--- config.mk ---
export PLATFORM = sky130hd
export DESIGN_NAME = palm_scan_controller
export DESIGN_NICKNAME = d
export VERILOG_FILES = /design/src/rtl/palm_scan_controller.sv
export SDC_FILE = /design/constraint.sdc
export NUM_CORES = 1
export LEC_CHECK = 0
export ABC_AREA = 1
export CAP_MARGIN = 20
export CORE_MARGIN = 2
export CORE_UTILIZATION = 23
export DETAILED_ROUTE_END_ITERATION = 8
export GPL_TIMING_DRIVEN = 0
export SETUP_SLACK_MARGIN = 0.15
export SLEW_MARGIN = 5
export SYNTH_ARGS = -nofsm -noshare
export SYNTH_HDL_FRONTEND = slang
export SYNTH_SLANG_ARGS = --single-unit
--- constraint.sdc ---
create_clock -name clk -period 2.3 [get_ports clk]
set_input_delay 0.575 -clock clk [delete_from_list [all_inputs] [get_ports clk]]
set_output_delay 0.575 -clock clk [all_outputs]
set_load 0.1 [all_outputs]
--- src/rtl/palm_scan_controller.sv ---
// Frame-capture sequencer for the palm-measurement datapath: resets it, streams one frame of pixels, and hands back its results.
// Define PALM_SCAN_CONTINUOUS_EN to re-arm automatically after each result handshake.
module palm_scan_controller #(
    parameter int unsigned IMAGE_WIDTH  = 384,
    parameter int unsigned IMAGE_HEIGHT = 216,
    parameter int unsigned CLR_CYCLES   = 2
) (
    input  logic       clk,
    input  logic       rst,
    input  logic       start,
    input  logic       pix_valid,
    input  logic       pix_obj,
    input  logic       pix_sof,
    output logic       dp_rst,
    output logic       dp_obj,
    output logic       dp_flag,
    input  logic [8:0] dp_palm_width,
    input  logic [8:0] dp_finger_width,
    input  logic [8:0] dp_start_c,
    input  logic [8:0] dp_end_c,
    output logic       res_valid,
    input  logic       res_ready,
    output logic [8:0] res_palm_width,
    output logic [8:0] res_finger_width,
    output logic [8:0] res_start_c,
    output logic [8:0] res_end_c,
    output logic [8:0] row,
    output logic [8:0] col,
    output logic       busy,
    output logic       frame_err
);

    localparam int unsigned POS_W = 9;
    localparam int unsigned CLR_W = (CLR_CYCLES > 1) ? $clog2(CLR_CYCLES) : 1;
    localparam logic [POS_W-1:0] COL_LAST = POS_W'(IMAGE_WIDTH - 1);
    localparam logic [POS_W-1:0] ROW_LAST = POS_W'(IMAGE_HEIGHT - 1);
    localparam logic [CLR_W-1:0] CLR_LAST = CLR_W'(CLR_CYCLES - 1);

    typedef enum logic [2:0] {
        IDLE,
        CLEAR,
        WAIT_SOF,
        SCAN,
        SETTLE,
        REPORT
    } state_t;

    state_t             state, state_n;
    logic [CLR_W-1:0]   clr_cnt, clr_cnt_n;
    logic               settle_cnt, settle_cnt_n;
    logic [POS_W-1:0]   row_n, col_n, row_adv, col_adv;
    logic               dp_rst_n, dp_obj_n, dp_flag_n, busy_n;
    logic               res_valid_n, frame_err_n;
    logic [8:0]         res_palm_width_n, res_finger_width_n, res_start_c_n, res_end_c_n;

    // State and all registered outputs
    always_ff @(posedge clk) begin
        if (rst) begin
            state            <= IDLE;
            clr_cnt          <= '0;
            settle_cnt       <= 1'b0;
            row              <= '0;
            col              <= '0;
            dp_rst           <= 1'b1;
            dp_obj           <= 1'b0;
            dp_flag          <= 1'b1;
            busy             <= 1'b0;
            res_valid        <= 1'b0;
            frame_err        <= 1'b0;
            res_palm_width   <= '0;
            res_finger_width <= '0;
            res_start_c      <= '0;
            res_end_c        <= '0;
        end else begin
            state            <= state_n;
            clr_cnt          <= clr_cnt_n;
            settle_cnt       <= settle_cnt_n;
            row              <= row_n;
            col              <= col_n;
            dp_rst           <= dp_rst_n;
            dp_obj           <= dp_obj_n;
            dp_flag          <= dp_flag_n;
            busy             <= busy_n;
            res_valid        <= res_valid_n;
            frame_err        <= frame_err_n;
            res_palm_width   <= res_palm_width_n;
            res_finger_width <= res_finger_width_n;
            res_start_c      <= res_start_c_n;
            res_end_c        <= res_end_c_n;
        end
    end

    // Next-state and next-output logic
    always_comb begin
        state_n            = state;
        clr_cnt_n          = clr_cnt;
        settle_cnt_n       = settle_cnt;
        row_n              = row;
        col_n              = col;
        dp_obj_n           = 1'b0;
        dp_flag_n          = 1'b1;
        res_valid_n        = res_valid;
        frame_err_n        = frame_err;
        res_palm_width_n   = res_palm_width;
        res_finger_width_n = res_finger_width;
        res_start_c_n      = res_start_c;
        res_end_c_n        = res_end_c;

        col_adv = (col == COL_LAST) ? '0 : col + POS_W'(1);
        row_adv = (col == COL_LAST) ? row + POS_W'(1) : row;

        case (state)
            IDLE: begin
                if (start) begin
                    state_n     = CLEAR;
                    clr_cnt_n   = '0;
                    frame_err_n = 1'b0;
                end
            end
            CLEAR: begin
                if (clr_cnt == CLR_LAST) begin
                    state_n = WAIT_SOF;
                end else begin
                    clr_cnt_n = clr_cnt + CLR_W'(1);
                end
            end
            WAIT_SOF: begin
                if (pix_valid && pix_sof) begin
                    row_n     = '0;
                    col_n     = '0;
                    dp_obj_n  = pix_obj;
                    dp_flag_n = 1'b0;
                    state_n   = SCAN;
                end
            end
            SCAN: begin
                if (pix_valid && pix_sof) begin
                    // Unexpected frame start: abandon the partial frame
                    frame_err_n = 1'b1;
                    state_n     = CLEAR;
                    clr_cnt_n   = '0;
                end else if (pix_valid) begin
                    row_n     = row_adv;
                    col_n     = col_adv;
                    dp_obj_n  = pix_obj;
                    dp_flag_n = 1'b0;
                    if (row_adv == ROW_LAST && col_adv == COL_LAST) begin
                        state_n      = SETTLE;
                        settle_cnt_n = 1'b0;
                    end
                end
            end
            SETTLE: begin
                if (settle_cnt) begin
                    res_palm_width_n   = dp_palm_width;
                    res_finger_width_n = dp_finger_width;
                    res_start_c_n      = dp_start_c;
                    res_end_c_n        = dp_end_c;
                    res_valid_n        = 1'b1;
                    state_n            = REPORT;
                end else begin
                    settle_cnt_n = 1'b1;
                end
            end
            REPORT: begin
                if (res_valid && res_ready) begin
                    res_valid_n = 1'b0;
`ifdef PALM_SCAN_CONTINUOUS_EN
                    state_n     = CLEAR;
                    clr_cnt_n   = '0;
`else
                    state_n     = IDLE;
`endif
                end
            end
            default: begin
                state_n = IDLE;
            end
        endcase

        dp_rst_n = (state_n == IDLE) || (state_n == CLEAR);
        busy_n   = (state_n != IDLE);
    end

endmodule
# --- Word level (Yosys, flattened, before mapping) ---
# Cells that the tools add are included.
op_classes:
  n_mul: 0
  div: 0
  shifts: 0
  n_lt_le_gt_ge: 0
  n_bitwise: 0
  n_reduce_logical: 18
  eq_ne: 17
  add_sub_neg: 3
  n_mux: 39
ops:
  columns: ["operator", "count"]
  rows:
  - ["two-way mux 9 bit", 7]
  - ["case mux 9 bit (2 select lines)", 2]
  - ["two-way mux 3 bit", 8]
  - ["adder 9 x 1 -> 9 bit (second input constant)", 2]
  - ["== test 9 bit (second input constant)", 2]
  - ["case mux 3 bit (6 select lines)", 1]
  - ["!= test 2 bit (second input constant)", 8]
  - ["two-way mux 1 bit", 15]
  - ["case mux 1 bit (2 select lines)", 5]
  - ["== test 9 x 8 -> 1 bit (second input constant)", 1]
  - ["AND reduction 3 bit", 3]
  - ["AND reduction 4 bit", 2]
  - ["nonzero test 2 bit", 4]
  - ["== test 3 x 1 -> 1 bit (second input constant)", 2]
  - ["== test 3 x 2 -> 1 bit (second input constant)", 2]
  - ["== test 3 bit (second input constant)", 2]
  - ["zero test 3 bit", 2]
  - ["nonzero test 3 bit", 2]
  - ["logical AND 1 bit", 3]
  - ["case mux 1 bit (3 select lines)", 1]
  - ["AND reduction 2 bit", 1]
  - ["adder 1 bit (second input constant)", 1]
  - ["logical OR 1 bit", 1]
totals:
  out_inout_bits: 60
  rom_bits: 0
  regBits: 65
  latch_bits: 0
  mem_count: 0
  ramBits: 0

# --- Longest topological paths before layout ---
# Gate-level depths: netlist (run 1).
logic_depth:
  depth_word: 10
  depth_mapped: 17

# --- Worst setup path before layout (run 1) ---
# Ideal clock, no wire load.
synth_path:
  path_type: "register to register"
  from: "register col[1]"
  to: "register dp_rst"
  path_slack_ps: -388
  path_stages_with_launch: 16
  path_buffers: 1
  required_time_ps: 2191
  synth_period_minus_slack_ps: 2688
  arrival_ps: 2579
  path_cell_list: "dfxtp_1 -> ha_1 -> nand2_2 -> nor2_4 -> nand3_2 -> buf_6 -> nand2_1 -> nand2_1 -> nor2_1 -> nand2_1 -> nor2_2 -> nand3_1 -> nand2_1 -> nand2_1 -> inv_2 -> nor2_2"
synth_between:
  elab_chain_cells: 10
  word_cells_on_any_way: 14
synth_lines:
  columns: ["element", "line", "text"]
  rows:
  - ["from (decl)", "28", "output logic [8:0] col,"]
  - ["from (signal assigned)", "79", "col <= col_n;"]
  - ["adder 9 x 1 -> 9 bit / == test 9 bit (equally long branches)", "109, 110", null]
  - ["two-way mux 9 bit, on equally long branches", "109, 110", null]
  - ["== test 9 bit / == test 9 x 8 -> 1 bit (equally long branches)", "147", "if (row_adv == ROW_LAST && col_adv == COL_LAST) begin"]
  - ["logical AND 1 bit *", "147", null]
  - ["two-way mux 3 bit *", "147", null]
  - ["two-way mux 3 bit *", "142", "end else if (pix_valid) begin"]
  - ["two-way mux 3 bit *", "137", "if (pix_valid && pix_sof) begin"]
  - ["case mux 3 bit (6 select lines) *", "112", "case (state)"]
  - ["== test 3 x 1 -> 1 bit / zero test 3 bit (equally long branches)", "181", "dp_rst_n = (state_n == IDLE) || (state_n == CLEAR);"]
  - ["logical OR 1 bit *", "181", null]
  - ["to (signal assigned)", "80", "dp_rst <= dp_rst_n;"]
  - ["to (decl)", "14", "output logic dp_rst,"]
# Mark *: on every way between the ends. The rest lies on a longest branch, timed or not.
# A chain may end at the register's enable or synchronous reset.

# --- Final worst setup path (run 1) ---
layout_path:
  from: "register res_start_c[3]"
  to: "output res_start_c[3]"
layout_rtl:
  columns: ["element", "line", "text"]
  rows:
  - ["from (decl)", "25", "output logic [8:0] res_start_c,"]
  - ["from (signal assigned)", "88", "res_start_c <= res_start_c_n;"]
# No word-level cell between the ends.

==> results of run 1 <==
[power by group]
part           total (mW)  switching, mW  internal, mW
clock network        1.37          0.504         0.865
logic               0.186          0.101        0.0850
registers            1.14        0.00652          1.13
[sequential cells by signal (all words and copies together), names as in the netlist]
signal	count
res_palm_width	9
clr_cnt	1
state	3
dp_obj	1
res_finger_width	9
frame_err	1
row	9
col	9
res_valid	1
res_end_c	9
dp_flag	1
busy	1
settle_cnt	1
res_start_c	9
dp_rst	1
[routing by layer]
metal	global-route usage [%]	up-vias
met5	0	-
met4	5.65	0
li1	-	1613
met1	16.3	1417
met2	20.4	97
met3	5.92	14
[layout make-up]
class / instances / area [µm²]
inverters: 40 / 150
fillers: 1367 / 8070
flip-flops and latches: 65 / 1330
clock buffers: 11 / 243
clock inverters: 5 / 53.8
plain buffers: 17 / 82.6
repair buffers: 106 / 995
multi-input cells: 313 / 1430
well taps: 172 / 215
[metrics by stage]
| stage | hold slack (ns) | instance area, µm² | utilization [%] | total power, mW |
|---|---|---|---|---|
| after floorplan | 0.441 | 2970 | - | 1.25 |
| after global placement | 0.451 | 4200 | 33.4 | 1.35 |
| after detailed placement | 0.455 | 4200 | 33.4 | 1.35 |
| after CTS | 0.461 | 4450 | 35.4 | 2.74 |
| after global routing | 0.482 | 4500 | 35.8 | 2.81 |
| final | 0.461 | 4500 | 35.8 | 2.70 |
[path summary, 6_finish.rpt]
check                            startpoint                              to  slack [ns]  cells after the start
max             res_start_c[3]$_SDFFE_PP0P_                  res_start_c[3]        0.19                      1
min          res_palm_width[8]$_SDFFE_PP0P_  res_palm_width[8]$_SDFFE_PP0P_        0.46                      2
max reg2reg             col[0]$_SDFFE_PP0P_                 busy$_SDFF_PP0_        0.35                     15
min reg2reg  res_palm_width[8]$_SDFFE_PP0P_  res_palm_width[8]$_SDFFE_PP0P_        0.46                      2
[logic make-up after synthesis]
kind of cell	synth area share (%)
AO/OA/AOI/OAI	11.8
XOR/XNOR	1.19
adder cells (fa/ha/maj)	1.28
buffers and inverters	7.71
flip-flops	44.3
AND/OR/NAND/NOR	33.8
[cell usage after synthesis]
master | count | area (µm²)
xnor2_1 | 2 | 17.5
nand4_1 | 5 | 31.3
nor2_2 | 4 | 25.0
nor3_1 | 2 | 10.0
a211oi_1 | 1 | 7.51
nand2_1 | 172 | 646
xor2_1 | 2 | 17.5
a22oi_1 | 1 | 7.51
a21oi_1 | 58 | 290
buf_1 | 1 | 3.75
o221a_2 | 1 | 11.3
clkinv_1 | 1 | 3.75
o21ai_0 | 6 | 30.0
ha_1 | 3 | 37.5
and2_1 | 1 | 6.26
inv_1 | 36 | 135
clkbuf_1 | 13 | 48.8
nand3_1 | 19 | 95.1
inv_2 | 3 | 11.3
nand3_2 | 2 | 20.0
buf_4 | 1 | 7.51
dfxtp_1 | 65 | 1300
nand3b_1 | 3 | 22.5
nand2_2 | 5 | 31.3
nor2_1 | 25 | 93.8
buf_2 | 1 | 5.00
buf_6 | 1 | 11.3
nor2_4 | 1 | 11.3
[what timing repair did]
action / 4_1_cts / 5_1_grt
endpoints found under the setup margin: 70 / 42
resized for setup: 84 / 31
setup buffers: 0 / 4
pin swaps: 0 / 5
hold buffers: 0 / 0
==> metrics.cfg, run 1 <==
[outcome]
outcome = finished, final reports clean

[drt]
wl_per_cell_um = 11.9
wl_met3_um = 819
vias = 3141
drt-total-wl_um = 8660
drt_iter0_drc = 202
antenna_left = 0
met2_length_um = 3790
drt_pass1_iterations = 4
top_layer = met4
viasPerCell = 4.31
drt-met1-wl_um = 3900
drc = 0

[clock_tree]
cts_tree = done
h-tree-depth = 3
cts_buffers = 9
clockBufferDepth = 2
path_clk_slew_ns = 0.05
clock_latency_ns = 0.33
root_buffer = clkbuf_16
clkSinkCount = 65

[yosys]
synth_seq_cells = 65
syn-num-nets = 481
postSynthCellCount = 435
syn_area_um2 = 2940
yosysWarnings = 0
syn_area_per_cell_um2 = 6.76
synth-seq-area-share_pct = 44.3
ys_types = 28

[sta]
slew_headroom_pct = 34.3
fin_crit_ns = 2.11
hold_viol_final = 0
setup-violations-final = 0
setup_ws_ns = 0.186
skew_ns = 0.00564
max_freq_mhz = 473
rsz0062_at_grt = true
slew_violations = 0
worstMarginPinSlew_ns = 0.989
fin_crit_sh_pct = 91.9
fin_tns_setup_ns = 0

[critical_path]
cp-end-kind = output pin
critPathKind = register to output pin
crit_required_ns = 1.73
crit_chain = dlygate4sd2_1
crit_path_max_incr_delay_ns = 0.86
cp_max_fo = 2
path_buf_inv = 1
cp-start-kind = register
cp.arrival_ns = 1.54
slowest_stage = dlygate4sd2_1
crit_family = buffers and inverters

[pwr]
peakVddDrop_uv = 335
power_density_nw_per_um2 = 599
leakage_nw = 1.79

[run]
maxCapViolCount = 0

[placed_design]
dp.cells = 709
gp_congestion = 0.846
port_buffers = 102
place_ws_ns = -0.278
dp_hpwl_um = 6430

[cells_and_area]
drive_above_1_share_pct = 13.3
antenna_cells = 0
layout_commonest_cell = nand2_1
finalNetCount = 598
stdcell_count = 729
final_cell_mix = 172 x nand2_1, 58 x a21oi_1, 48 x dfxtp_1
syn2layout_area_growth_pct = 53.1

[grt]
antenna_found_initial = 0
grt.total_usage_pct = 13.3
grt_pass1_vias = 2974
grt_max_degree = 12
grt.overflow.total = 0
grt_pass1_wl_um = 14100

[floorplanning]
dieArea_um2 = 13700
pin_count = 103
coreArea_um2 = 12600
fp.dieH_um = 117
die_x_um = 117
std_cell_rows = 41
start_util_pct = 23.4

[worst_hold_path]
hold_class = register to register

(Power assumes the default switching activity.)
==> run 2: changes to the inputs <==
--- a/config.mk
+++ b/config.mk
@@ -12,7 +12,7 @@
 export DETAILED_ROUTE_END_ITERATION = 8
 export GPL_TIMING_DRIVEN = 0
 export SETUP_SLACK_MARGIN = 0.15
-export SLEW_MARGIN = 5
+export SLEW_MARGIN = 20
 export SYNTH_ARGS = -nofsm -noshare
 export SYNTH_HDL_FRONTEND = slang
 export SYNTH_SLANG_ARGS = --single-unit
==> results of run 2 <==
Same layout as run 1: the final DEF is identical, and so are final timing and power.
==> run 3: changes to the inputs <==
==> constraint.sdc (replaced) <==
create_clock -name clk -period 2.6 [get_ports clk]
set_input_delay 0.65 -clock clk [delete_from_list [all_inputs] [get_ports clk]]
set_output_delay 0.65 -clock clk [all_outputs]
set_load 0.1 [all_outputs]
==> metrics.cfg, run 3 (synthesis results as in run 1) <==
[clock_tree]
h-tree-depth = 3
cts_tree = done
cts_resized = 56
clockBufferDepth = 2
clock_latency_ns = 0.34
postCtsHoldBufs = 0
root_buffer = clkbuf_16
clkSinkCount = 65
path_clk_slew_ns = 0.05
cts_setup_buffers = 0
cts_buffers = 9

[sta]
worstMarginPinSlew_ns = 0.988
whs_ns = 0.459
fin_crit_ns = 2.40
rsz0062_at_grt = false
setup-violations-final = 0
skew_ns = 0.00538
hold_viol_final = 0
slew_headroom_pct = 34.4
max_freq_mhz = 416
slew_violations = 0
fin_crit_sh_pct = 92.4

[critical_path]
cp-start-kind = register
cp.arrival_ns = 1.75
cp-end-kind = output pin
crit_required_ns = 1.95
crit_path_max_incr_delay_ns = 1.12
slowest_stage = clkdlybuf4s50_1
critPathKind = register to output pin
crit_family = buffers and inverters
timing.rr.start = col[1]$_SDFFE_PP0P_
crit_chain = clkdlybuf4s50_1
crit_start = dp_obj$_SDFF_PP0_
path_buf_inv = 1
cp_max_fo = 1

[pwr]
power_density_nw_per_um2 = 547
leakage_nw = 1.89
peakVddDrop_uv = 299

[floorplanning]
fp.dieH_um = 117
start_util_pct = 23.4
die_x_um = 117
dieArea_um2 = 13700
coreArea_um2 = 12600
std_cell_rows = 41
pin_count = 103

[placed_design]
dp_hpwl_um = 6540
gp_congestion = 0.881
placed_cell_area_um2 = 4180
port_buffers = 102
dp.cells = 709

[worst_hold_path]
hp-start = res_palm_width[6]$_SDFFE_PP0P_
hold_class = register to register

[cells_and_area]
syn2layout_area_growth_pct = 50.4
drive_above_1_share_pct = 7.23
layout_commonest_cell = nand2_1
fin_area_um2 = 4420
fillers = 1372
final_cell_mix = 172 x nand2_1, 60 x dfxtp_1, 58 x a21oi_1
fin_util_pct = 35.2
finalNetCount = 594
antenna_cells = 0
stdcell_count = 725

[drt]
drt_pass1_iterations = 4
drt-total-wl_um = 8860
wl_per_cell_um = 12.2
drt_iter0_drc = 162
antenna_left = 0
viasPerCell = 4.30
vias = 3115
drc = 0

[run]
maxCapViolCount = 0

[grt]
grt_pass1_vias = 3008
grt_max_degree = 14
antenna_found_initial = 0
grt.overflow.total = 0
grt_pass1_wl_um = 14200
grt.total_usage_pct = 13.5

[outcome]
outcome = finished, final reports clean

run 3: cell type report:
cell class                 instances  area, µm²  share of cell area, %
timing repair buffer             102        958                   21.7
multi-input combinational        313       1410                   31.9
clock inverter                     7       77.6                   1.75
tap                              172        215                   4.87
buffer                            17       76.3                   1.73
clock buffer                       9        225                   5.09
inverter                          40        150                   3.40
sequential                        65       1310                   29.6
run 3: path summary, 6_finish.rpt:
check	endpoint	slack (ns)	depth (start not counted)
worst max register to register	dp_rst$_SDFF_PP1_	0.44	15
worst min register to register	res_palm_width[6]$_SDFFE_PP0P_	0.46	2
worst min-delay path	res_palm_width[6]$_SDFFE_PP0P_	0.46	2
worst max-delay path	dp_obj	0.20	1
run 3: routing by layer:
| layer | up-vias | GRT usage (%) | part of all wire [%] |
|---|---|---|---|
| met1 | 1399 | 14.6 | 42 |
| met4 | 0 | 4.47 | 1.6 |
| met5 | - | 0 | 0 |
| met3 | 15 | 5.20 | 9.3 |
| li1 | 1598 | - | - |
| met2 | 103 | 24.2 | 47 |
run 3: where the power goes:
group / switching [mW] / internal, mW
sequential: 0.00627 / 1.01
clock: 0.490 / 0.752
combinational: 0.0883 / 0.0773
run 3: worst min-delay path, cell delays in order (launching register included):
cell and delay [ns]:
dfxtp_1 0.30, nand2_1 0.06, a21oi_1 0.05
run 3: per-stage QoR:
| stage | TNS [ns] | power [mW] | setup slack, ns |
|---|---|---|---|
| after floorplan | 0 | 1.11 | 0.165 |
| after global placement | -0.102 | 1.20 | -0.0186 |
| after detailed placement | -0.290 | 1.20 | -0.0370 |
| after CTS | 0 | 2.46 | 0.152 |
| after global routing | 0 | 2.51 | 0.148 |
| final | 0 | 2.42 | 0.197 |
